**src/rtl/vram_arbiter.sv**
```systemverilog
// Shares one memory command port between video line-buffer burst fetches and
// single-word host accesses; contention is resolved by alternating grants.
module vram_arbiter #(
    parameter int unsigned AW    = 22,
    parameter int unsigned DW    = 16,
    parameter int unsigned BURST = 16,
    parameter int unsigned LBW   = 10
) (
    input  logic           PixelClk2,
    input  logic           Reset,
    input  logic           VidReq,
    input  logic [AW-1:0]  VidAddr,
    input  logic [LBW-1:0] VidLbAddr,
    output logic           VidAck,
    output logic           VidDone,
    output logic           LbWe,
    output logic [LBW-1:0] LbAddr,
    output logic [DW-1:0]  LbData,
    input  logic           HostReq,
    input  logic           HostWe,
    input  logic [AW-1:0]  HostAddr,
    input  logic [DW-1:0]  HostWData,
    output logic [DW-1:0]  HostRData,
    output logic           HostAck,
    output logic           MemCmdValid,
    input  logic           MemCmdReady,
    output logic           MemWe,
    output logic [AW-1:0]  MemAddr,
    output logic [DW-1:0]  MemWData,
    input  logic           MemRValid,
    input  logic [DW-1:0]  MemRData,
    output logic           Busy,
    output logic           ErrStray
);

    localparam int unsigned CW = $clog2(BURST) + 1;
    localparam logic [CW-1:0] BurstLast = CW'(BURST - 1);

    typedef enum logic [2:0] {
        StIdle,
        StVcmd,
        StVdata,
        StHcmd,
        StHdata
    } state_e;

    state_e         state;
    logic [CW-1:0]  cmd_cnt;
    logic [CW-1:0]  dat_cnt;
    logic [LBW-1:0] lbbase;
    logic           last_vid;

    logic cmd_fire;
    logic in_video;
    logic vid_beat;
    logic vid_last;
    logic stray;
    logic host_req;
    logic grant_vid;
    logic grant_host;

    always_comb begin
        cmd_fire = MemCmdValid && MemCmdReady;
        in_video = (state == StVcmd) || (state == StVdata);
        // A beat is only legal for a command that has already been accepted.
        vid_beat = in_video && MemRValid && (dat_cnt < cmd_cnt);
        vid_last = vid_beat && (dat_cnt == BurstLast);
        stray    = MemRValid && !vid_beat && (state != StHdata);
        // The host still holds its request during its ack cycle; do not re-grant it.
        host_req   = HostReq && !HostAck;
        grant_vid  = (state == StIdle) && VidReq && (!host_req || !last_vid);
        grant_host = (state == StIdle) && host_req && !grant_vid;
        VidAck  = grant_vid;
        VidDone = vid_last;
        LbWe    = vid_beat;
        LbAddr  = lbbase + LBW'(dat_cnt);
        LbData  = MemRData;
        Busy    = (state != StIdle);
    end

    always_ff @(posedge PixelClk2) begin
        if (Reset) begin
            state       <= StIdle;
            cmd_cnt     <= '0;
            dat_cnt     <= '0;
            lbbase      <= '0;
            last_vid    <= 1'b0;
            MemCmdValid <= 1'b0;
            MemWe       <= 1'b0;
            MemAddr     <= '0;
            MemWData    <= '0;
            HostRData   <= '0;
            HostAck     <= 1'b0;
            ErrStray    <= 1'b0;
        end else begin
            HostAck <= 1'b0;
            if (stray) begin
                ErrStray <= 1'b1;
            end
            unique case (state)
                StIdle: begin
                    if (grant_vid) begin
                        last_vid    <= 1'b1;
                        lbbase      <= VidLbAddr;
                        cmd_cnt     <= '0;
                        dat_cnt     <= '0;
                        MemCmdValid <= 1'b1;
                        MemWe       <= 1'b0;
                        MemAddr     <= VidAddr;
                        state       <= StVcmd;
                    end else if (grant_host) begin
                        last_vid    <= 1'b0;
                        MemCmdValid <= 1'b1;
                        MemWe       <= HostWe;
                        MemAddr     <= HostAddr;
                        MemWData    <= HostWData;
                        state       <= StHcmd;
                    end
                end
                StVcmd, StVdata: begin
                    if (cmd_fire) begin
                        cmd_cnt <= cmd_cnt + CW'(1);
                        MemAddr <= MemAddr + AW'(1);
                        if (cmd_cnt == BurstLast) begin
                            MemCmdValid <= 1'b0;
                            state       <= StVdata;
                        end
                    end
                    if (vid_beat) begin
                        dat_cnt <= dat_cnt + CW'(1);
                    end
                    if (vid_last) begin
                        state <= StIdle;
                    end
                end
                StHcmd: begin
                    if (cmd_fire) begin
                        MemCmdValid <= 1'b0;
                        if (MemWe) begin
                            HostAck <= 1'b1;
                            state   <= StIdle;
                        end else begin
                            state <= StHdata;
                        end
                    end
                end
                StHdata: begin
                    if (MemRValid) begin
                        HostRData <= MemRData;
                        HostAck   <= 1'b1;
                        state     <= StIdle;
                    end
                end
                default: state <= StIdle;
            endcase
        end
    end

endmodule

```
**config.mk**
```make
export PLATFORM = sky130hd
export DESIGN_NAME = vram_arbiter
export DESIGN_NICKNAME = d
export VERILOG_FILES = /design/src/rtl/vram_arbiter.sv
export SDC_FILE = /design/constraint.sdc
export NUM_CORES = 1
export LEC_CHECK = 0
export ABC_AREA = 1
export CAP_MARGIN = 15
export CORE_ASPECT_RATIO = 1.25
export CORE_MARGIN = 8
export CORE_UTILIZATION = 45
export DETAILED_ROUTE_END_ITERATION = 6
export PLACE_DENSITY_LB_ADDON = 0.1
export SYNTH_ARGS = -nofsm -noshare
export SYNTH_HDL_FRONTEND = slang
export SYNTH_SLANG_ARGS = --single-unit
```
**constraint.sdc**
```tcl
create_clock -name PixelClk2 -period 6.35 [get_ports PixelClk2]
set_input_delay 1.27 -clock PixelClk2 [delete_from_list [all_inputs] [get_ports PixelClk2]]
set_output_delay 1.27 -clock PixelClk2 [all_outputs]
set_load 0.03 [all_outputs]
```
==> results.txt <==
----------------------------------------------------
[Synthesis]
  Top cells by area in the synthesized netlist ... sky130_fd_sc_hd__dfxtp_1 34%, sky130_fd_sc_hd__nand2_1 9.6%, sky130_fd_sc_hd__nor2_1 9.2%, sky130_fd_sc_hd__o21ai_0 6.5%, sky130_fd_sc_hd__a21oi_1 6.3%
  Nets in the synthesized netlist ... 823
  Post-synthesis register bit count ... 82
  Post-synthesis instance area ... 4790 um2
  Fraction of synthesis flops using an asynchronous set or reset pin ... 0
  Number of enable flip-flop cells after synthesis ... 0
  Proportion of synthesized chip area in sequential cells ... 0.343
  Share of the synthesized area in the top cell type ... 0.343
  Mapped Avg Cell Area ... 6.70 um2
  Unique masters post-synth ... 33
  Biggest area consumer among synthesized cells ... sky130_fd_sc_hd__dfxtp_1
  Cells after synthesis ... 715
  Total of warnings raised by yosys ... 0
  Main synth FF type ... sky130_fd_sc_hd__dfxtp_1

[Clock tree]
  Hold-fix buffers at CTS ... 0
  Clock sinks ... 82
  Worst-Skew Late Latency ... 0.33 ns
  Post-CTS setup repair buffer count ... 0
  Cts repair resizes ... 0
  Max Buffers Root-to-Sink ... 2
  Root Buffer ... sky130_fd_sc_hd__clkbuf_16
  Total clock buffers created by CTS ... 9
  TritonCTS clock tree ... done
  Maximum level of the CTS H-tree ... 3
  Clock transition at the registers of the reported paths ... 0.06 ns

[STA]
  Clock skew after layout ... 0.00611 ns
  Hold violation count in the final report ... 0
  # setup viols final ... 0
  Number of pins exceeding their max-slew limit in the final report ... 0
  Peak Freq ... 209 MHz
  Final min period ... 4.79 ns
  Post-route clock period utilization ... 0.755
  Remaining max-slew budget at the tightest pin ... 0.521
  Unrepaired setup endpoints after global routing ... no
  Transition time at the pin with the least slew margin ... 0.718 ns
  Setup Total Neg Slack ... 0 ns

[Route]
  Count of nets left with antenna violations after detail routing ... 0
  Drt initial violations ... 174
  DR DRC count ... 0
  Total Routed Length ... 14400 um
  Post-detailed-route wirelength per cell ... 14.4 um
  Router iterations before antenna repair ... 5
  Routed via count ... 4998
  Detail-routed via count per cell ... 4.99

[Global routing]
  Sum of overflow across all layers after global routing ... 0
  Fraction of met2 tracks used by global routing ... 0.355
  Tot GR Track Use ... 0.201
  Met3 demand-to-capacity share in global routing ... 0.0719
  M1 GR Usage ... 0.213
  Number of antenna violations at the first check in global routing ... 0
  Via count of the first global-routing pass ... 5052
  First-pass GRT wire length ... 23500 um
  Most heavily used metal layer in global routing ... met2
  Pin count of the biggest net entering global routing ... 43

[Floorplan]
  I/O pin cnt ... 181
  Die width ... 108 um
  Initial cell density of the core ... 0.456
  Chip height ... 131 um
  Standard-cell row count ... 42
  Die Outline Area ... 14200 um2
  Area inside the core boundary ... 10500 um2

[Critical path]
  Reg2Reg Setup Slack ... 4.15 ns
  Crit Path Max Fanout ... 19
  Endpoint class of the critical path ... primary output
  Worst reg2reg path startpoint ... state[1]
  Startpoint class of the critical path ... input pin
  Crit Reg-Reg Endpoint ... dat_cnt[3]
  WP data required ... 5.08 ns
  WS Path Type ... input pin to primary output
  CP arrival ... 3.52 ns
  R2R depth ... 12
  Startpoint of the most critical setup path ... MemRValid

[Finish]
  Post-layout instance count excluding filler cells ... 1001
  P&R area growth vs syn ... 41.6%
  Antenna diode count ... 0
  Net count reported at finish ... 972
  FF+latch area ... 1640 um2
  Fraction of layout cells with a size suffix above 1 ... 0.0656
  Design area ... 6780 um2
  Fillers ... 948
  Multi-input logic area ... 2520 um2

[Power and ir drop]
  Leakage ... 2.81 nW
  Maximum vdd ir drop ... 0.199 mV
  Total power divided by cell area ... 396 nW/um2

[Placed design]
  Post-detailed-placement cell area ... 6470 um2
  Placed cell count ... 984
  Global placement routability congestion ... 0.871
  Number of buffers inserted by port buffering ... 180
  DP Wirelength ... 10900 um

[Worst hold path]
  Terminating pin of the worst hold path ... HostRData[1]
  Launch instance of the worst min-delay path ... HostRData[1]
  Instance count along the most critical hold path ... 2
  Type of the worst min-delay path ... flip-flop to flip-flop

[Run status]
  Outcome ... finished clean

[Run]
  Max-Cap Viols ... 0

----------------------------------------------------
## Yosys cell counts (2+ instances only)
cell type,number
sky130_fd_sc_hd__o211ai_1,5
sky130_fd_sc_hd__buf_6,7
sky130_fd_sc_hd__nor2_2,9
sky130_fd_sc_hd__xor2_1,10
sky130_fd_sc_hd__nor3_1,5
sky130_fd_sc_hd__o21ai_2,5
sky130_fd_sc_hd__nand2_4,3
sky130_fd_sc_hd__a21oi_1,60
sky130_fd_sc_hd__nor2_4,5
sky130_fd_sc_hd__clkbuf_1,10
sky130_fd_sc_hd__inv_2,9
sky130_fd_sc_hd__inv_1,75
sky130_fd_sc_hd__nand2_1,123
sky130_fd_sc_hd__dfxtp_1,82
sky130_fd_sc_hd__nor2_1,117
sky130_fd_sc_hd__o21ai_1,10
sky130_fd_sc_hd__nand4_1,4
sky130_fd_sc_hd__ha_1,14
sky130_fd_sc_hd__nand3b_1,2
sky130_fd_sc_hd__nand2_2,3
sky130_fd_sc_hd__o21ai_0,62
sky130_fd_sc_hd__nand3_1,54
sky130_fd_sc_hd__buf_2,9
sky130_fd_sc_hd__buf_4,19
sky130_fd_sc_hd__inv_4,2
sky130_fd_sc_hd__xnor2_1,4
## state kept, by name (all words and copies together), names as in the netlist
register and count:
HostRData 16, last_vid 1, MemWe 1, MemCmdValid 1
dat_cnt 5, ErrStray 1, cmd_cnt 5, MemAddr 22
MemWData 16, HostAck 1, state 3, lbbase 10
## layout by cell type, fill, tap and decap left out, types with 2 or more instances in the layout
cell type	Yosys	routed
sky130_fd_sc_hd__clkdlybuf4s50_1	0	180
sky130_fd_sc_hd__nand2_1	123	123
sky130_fd_sc_hd__nor2_1	117	117
sky130_fd_sc_hd__dfxtp_1	82	82
sky130_fd_sc_hd__inv_1	75	75
sky130_fd_sc_hd__o21ai_0	62	62
sky130_fd_sc_hd__a21oi_1	60	60
sky130_fd_sc_hd__nand3_1	54	54
sky130_fd_sc_hd__ha_1	14	14
sky130_fd_sc_hd__xor2_1	10	10
sky130_fd_sc_hd__o21ai_1	10	10
sky130_fd_sc_hd__inv_2	9	9
sky130_fd_sc_hd__nor2_2	9	9
sky130_fd_sc_hd__clkbuf_16	0	9
sky130_fd_sc_hd__nor2_4	5	5
sky130_fd_sc_hd__o21ai_2	5	5
sky130_fd_sc_hd__nor3_1	5	5
sky130_fd_sc_hd__o211ai_1	5	5
sky130_fd_sc_hd__xnor2_1	4	4
sky130_fd_sc_hd__nand4_1	4	4
sky130_fd_sc_hd__clkinv_2	0	4
sky130_fd_sc_hd__nand2_4	3	3
sky130_fd_sc_hd__nand2_2	3	3
sky130_fd_sc_hd__inv_4	2	2
sky130_fd_sc_hd__nand3b_1	2	2
sky130_fd_sc_hd__buf_4	19	2
## worst max path at each step
stage,end,slack [ns],cells past startpoint
after detailed placement,VidDone,1.58,6
after global routing,VidDone,1.42,6
after global placement,VidDone,1.63,6
final,VidDone,1.56,6
after CTS,VidDone,1.55,6
after floorplan,LbAddr[8],2.99,8
## stage by stage
stage	hold WS (ns)	worst slack, ns	total power [mW]	utilization
after floorplan	0.439	2.99	1.75	-
after global placement	0.449	1.63	2.17	0.616
after detailed placement	0.451	1.58	2.20	0.616
after CTS	0.461	1.55	2.71	0.643
after global routing	0.477	1.42	2.89	0.645
final	0.461	1.56	2.69	0.645
## cell type report
class | count | share of cell area
Multi-Input combinational cell | 502 | 0.371
Timing Repair Buffer | 183 | 0.272
Sequential cell | 82 | 0.242
Inverter | 86 | 0.0483
Clock buffer | 10 | 0.0338
Tap cell | 132 | 0.0243
Clock inverter | 6 | 0.00848
## layer usage
metal  part of all wire  vias to the layer above
met5                  0                        -
met1               0.39                     2257
met4              0.016                        0
met3              0.092                       15
li1                   -                     2574
met2               0.50                      152
## kinds of logic (layout without fill, tap and decap cells)
kind of cell,Yosys count,in the layout,synth area share
XOR/XNOR,14,14,0.0256
flip-flops,82,82,0.343
buffers and inverters,131,285,0.132
AO/OA/AOI/OAI,145,145,0.159
adder cells (fa/ha/maj),15,15,0.0407
AND/OR/NAND/NOR,328,328,0.300
## worst max-delay path: stages
cell                              delay, ns
sky130_fd_sc_hd__clkdlybuf4s50_1       0.92
sky130_fd_sc_hd__nand3_1               0.21
sky130_fd_sc_hd__nor2_2                0.18
sky130_fd_sc_hd__nand4_2               0.16
sky130_fd_sc_hd__inv_1                 0.09
sky130_fd_sc_hd__clkdlybuf4s50_1       0.68
## report_power, final
| group | total (mW) | switching, mW | internal, mW |
|---|---|---|---|
| logic | 1.42 | 0.896 | 0.524 |
| registers | 0.760 | 0.116 | 0.644 |
| clock network | 0.508 | 0.206 | 0.302 |
(Power assumes the default switching activity.)
==> patch, RTL diff (config.mk and constraints unchanged) <==
Reset style: asynchronous (`Reset`), changed in one clocked block.
--- a/src/rtl/vram_arbiter.sv
+++ b/src/rtl/vram_arbiter.sv
@@ -79,5 +79,5 @@
     end
 
-    always_ff @(posedge PixelClk2) begin
+    always_ff @(posedge PixelClk2 or posedge Reset) begin
         if (Reset) begin
             state       <= StIdle;
Behaviour: differs if Reset is asserted again (counterexample within 4 cycles, from zero or initial values and one cycle with Reset high); with Reset held inactive, the same outputs for 4 cycles.
==> patch against the original RTL <==
Area after synthesis grew 5.9%; routed wire length grew 4.8%; combinational power is 68% higher; worst setup slack gained 450 ps; power up 46%; first-iteration DRC count up 20%; highest routed layer unchanged; sequential cell count is the same; cell area increased by 5.2%.
==> patch: results (changes against the original RTL) <==
[run_status]
status=finished clean

[placed_design]
hpwl_um=11300  ; +4.0%
gp_congestion=0.897  ; +3.0%
pre_cts_slack_ps=2040  ; +455 ps
postPlaceCellArea_um2=6830  ; +5.6%
dp.cells=933  ; -5.2%

[sta]
tightest_slew_ps=851  ; +132 ps
hold_ws_ps=481  ; +19.6 ps
fin_skew_ps=5.81  ; -0.294 ps
fmax_mhz=230  ; +10%

[finish]
drive_gt1_frac=0.0909  ; +0.0253
fillers=947  ; -0.11%
nets=917  ; -5.7%
synthToLayoutAreaGrowth_pct=40.6

[power]
p_leak_uw=0.00344  ; +23%
ir_worst_vdd_v=0.000419  ; +110%
swShare=0.482  ; +0.0284
clkPwrFrac=0.137  ; -0.052
seq-power_uw=1000  ; +32%
p_sw_uw=1890  ; +56%

[global_route]
grt_usage=0.203  ; +0.00276
grt_pass1_vias=4950  ; -2.0%
grt_max_degree=65  ; +51%
grt_pass1_wl_um=24600  ; +4.7%

[critical_path]
critical-path-slowest-cell=clkdlybuf4s50_1
r2r_cells=10  ; -2
r2r_slack_ps=4100  ; -50 ps
r2r_start=state[0]
worstReg2RegEnd=MemAddr[17]
cp_max_fo=4  ; -15
worst_ep_arrival_time_ps=3070  ; -450 ps
slowest_delay_ps=670  ; -250 ps

[min_path]
hp-start=lbbase[3]
hold-path-endpoint=lbbase[3]

[clocking]
clkTransAtPathRegs_ps=60  ; about the same
cts-htree-levels=3  ; unchanged

[synthesis]
syn-instance-count=648  ; -9.4%
synth_fp_nets=756  ; -8.1%
ys_async_sr_fraction=1.00  ; +1.00
ys.flop_type=dfrtp_1
synthTopCellsByArea=dfrtp_1 40%, nand2_1 16%, inv_1 5.5%
synth_commonest_cells=213 x nand2_1, 82 x dfrtp_1, 74 x inv_1, 53 x nor2_1, 34 x nand3_1
yosysSeqAreaShare=0.404  ; +0.0617
ys_types=37  ; +12%

[route]
drt_iter0_markers=208  ; +20%
wl_per_cell_um=16.0  ; +11%
routed_wl_um=15100  ; +4.8%
vias=4795  ; -4.1%

-- patch: changes by cell type after synthesis, sizes merged, moves of 4 or more --
cell    unedited run  this run
dfrtp              0        82
a21oi             60        19
inv               86        76
mux2               0        32
nand2            129       220
buf               35        31
nor2             131        59
o21ai             77        31
xor2              10         5
o21bai             0         5
clkbuf            10         2
nand3             55        38
dfxtp             82         0
-- patch: tightest hold or removal path, cell delays in order (launching register included) --
cell	delay, ps
dfrtp_1	350
nand2_1	50
nand2_1	50
-- patch: routing by layer --
metal / track usage / vias up / share of wire
met4: 0.0790 / 0 / 0.022
li1: - / 2369 / -
met5: 0 / - / 0
met1: 0.224 / 2260 / 0.39
met2: 0.372 / 141 / 0.54
met3: 0.0444 / 25 / 0.053
-- patch: final cells by class --
| type | count | area share |
|---|---|---|
| clock buffer | 12 | 0.0359 |
| clock inverter | 4 | 0.00701 |
| inverter | 76 | 0.0401 |
| multi-input combinational | 457 | 0.350 |
| sequential | 82 | 0.288 |
| tap | 135 | 0.0237 |
| timing repair buffer | 183 | 0.256 |
-- patch: worst max-delay path by stage --
| stage | endpoint | slack [ps] | depth (start not counted) |
|---|---|---|---|
| 4_1_cts | VidDone | 2010 | 6 |
| 5_1_grt | LbAddr[8] | 1870 | 10 |
| 3_5_place_dp | VidDone | 2040 | 6 |
| 6_report | VidDone | 2010 | 6 |
| 2_1_floorplan | ErrStray | 2970 | 1 |
| 3_3_place_gp | VidDone | 2030 | 6 |
-- patch: cell families (layout without fill, tap and decap cells) --
logic type               after synthesis  count (layout)  share of synthesized area
multiplexers                          32              32                     0.0784
buffers and inverters                109             275                      0.104
AND/OR/NAND/NOR                      335             335                      0.287
flip-flops                            82              82                      0.404
XOR/XNOR                               8               8                     0.0138
AO/OA/AOI/OAI                         67              67                     0.0744
adder cells (fa/ha/maj)               15              15                     0.0385
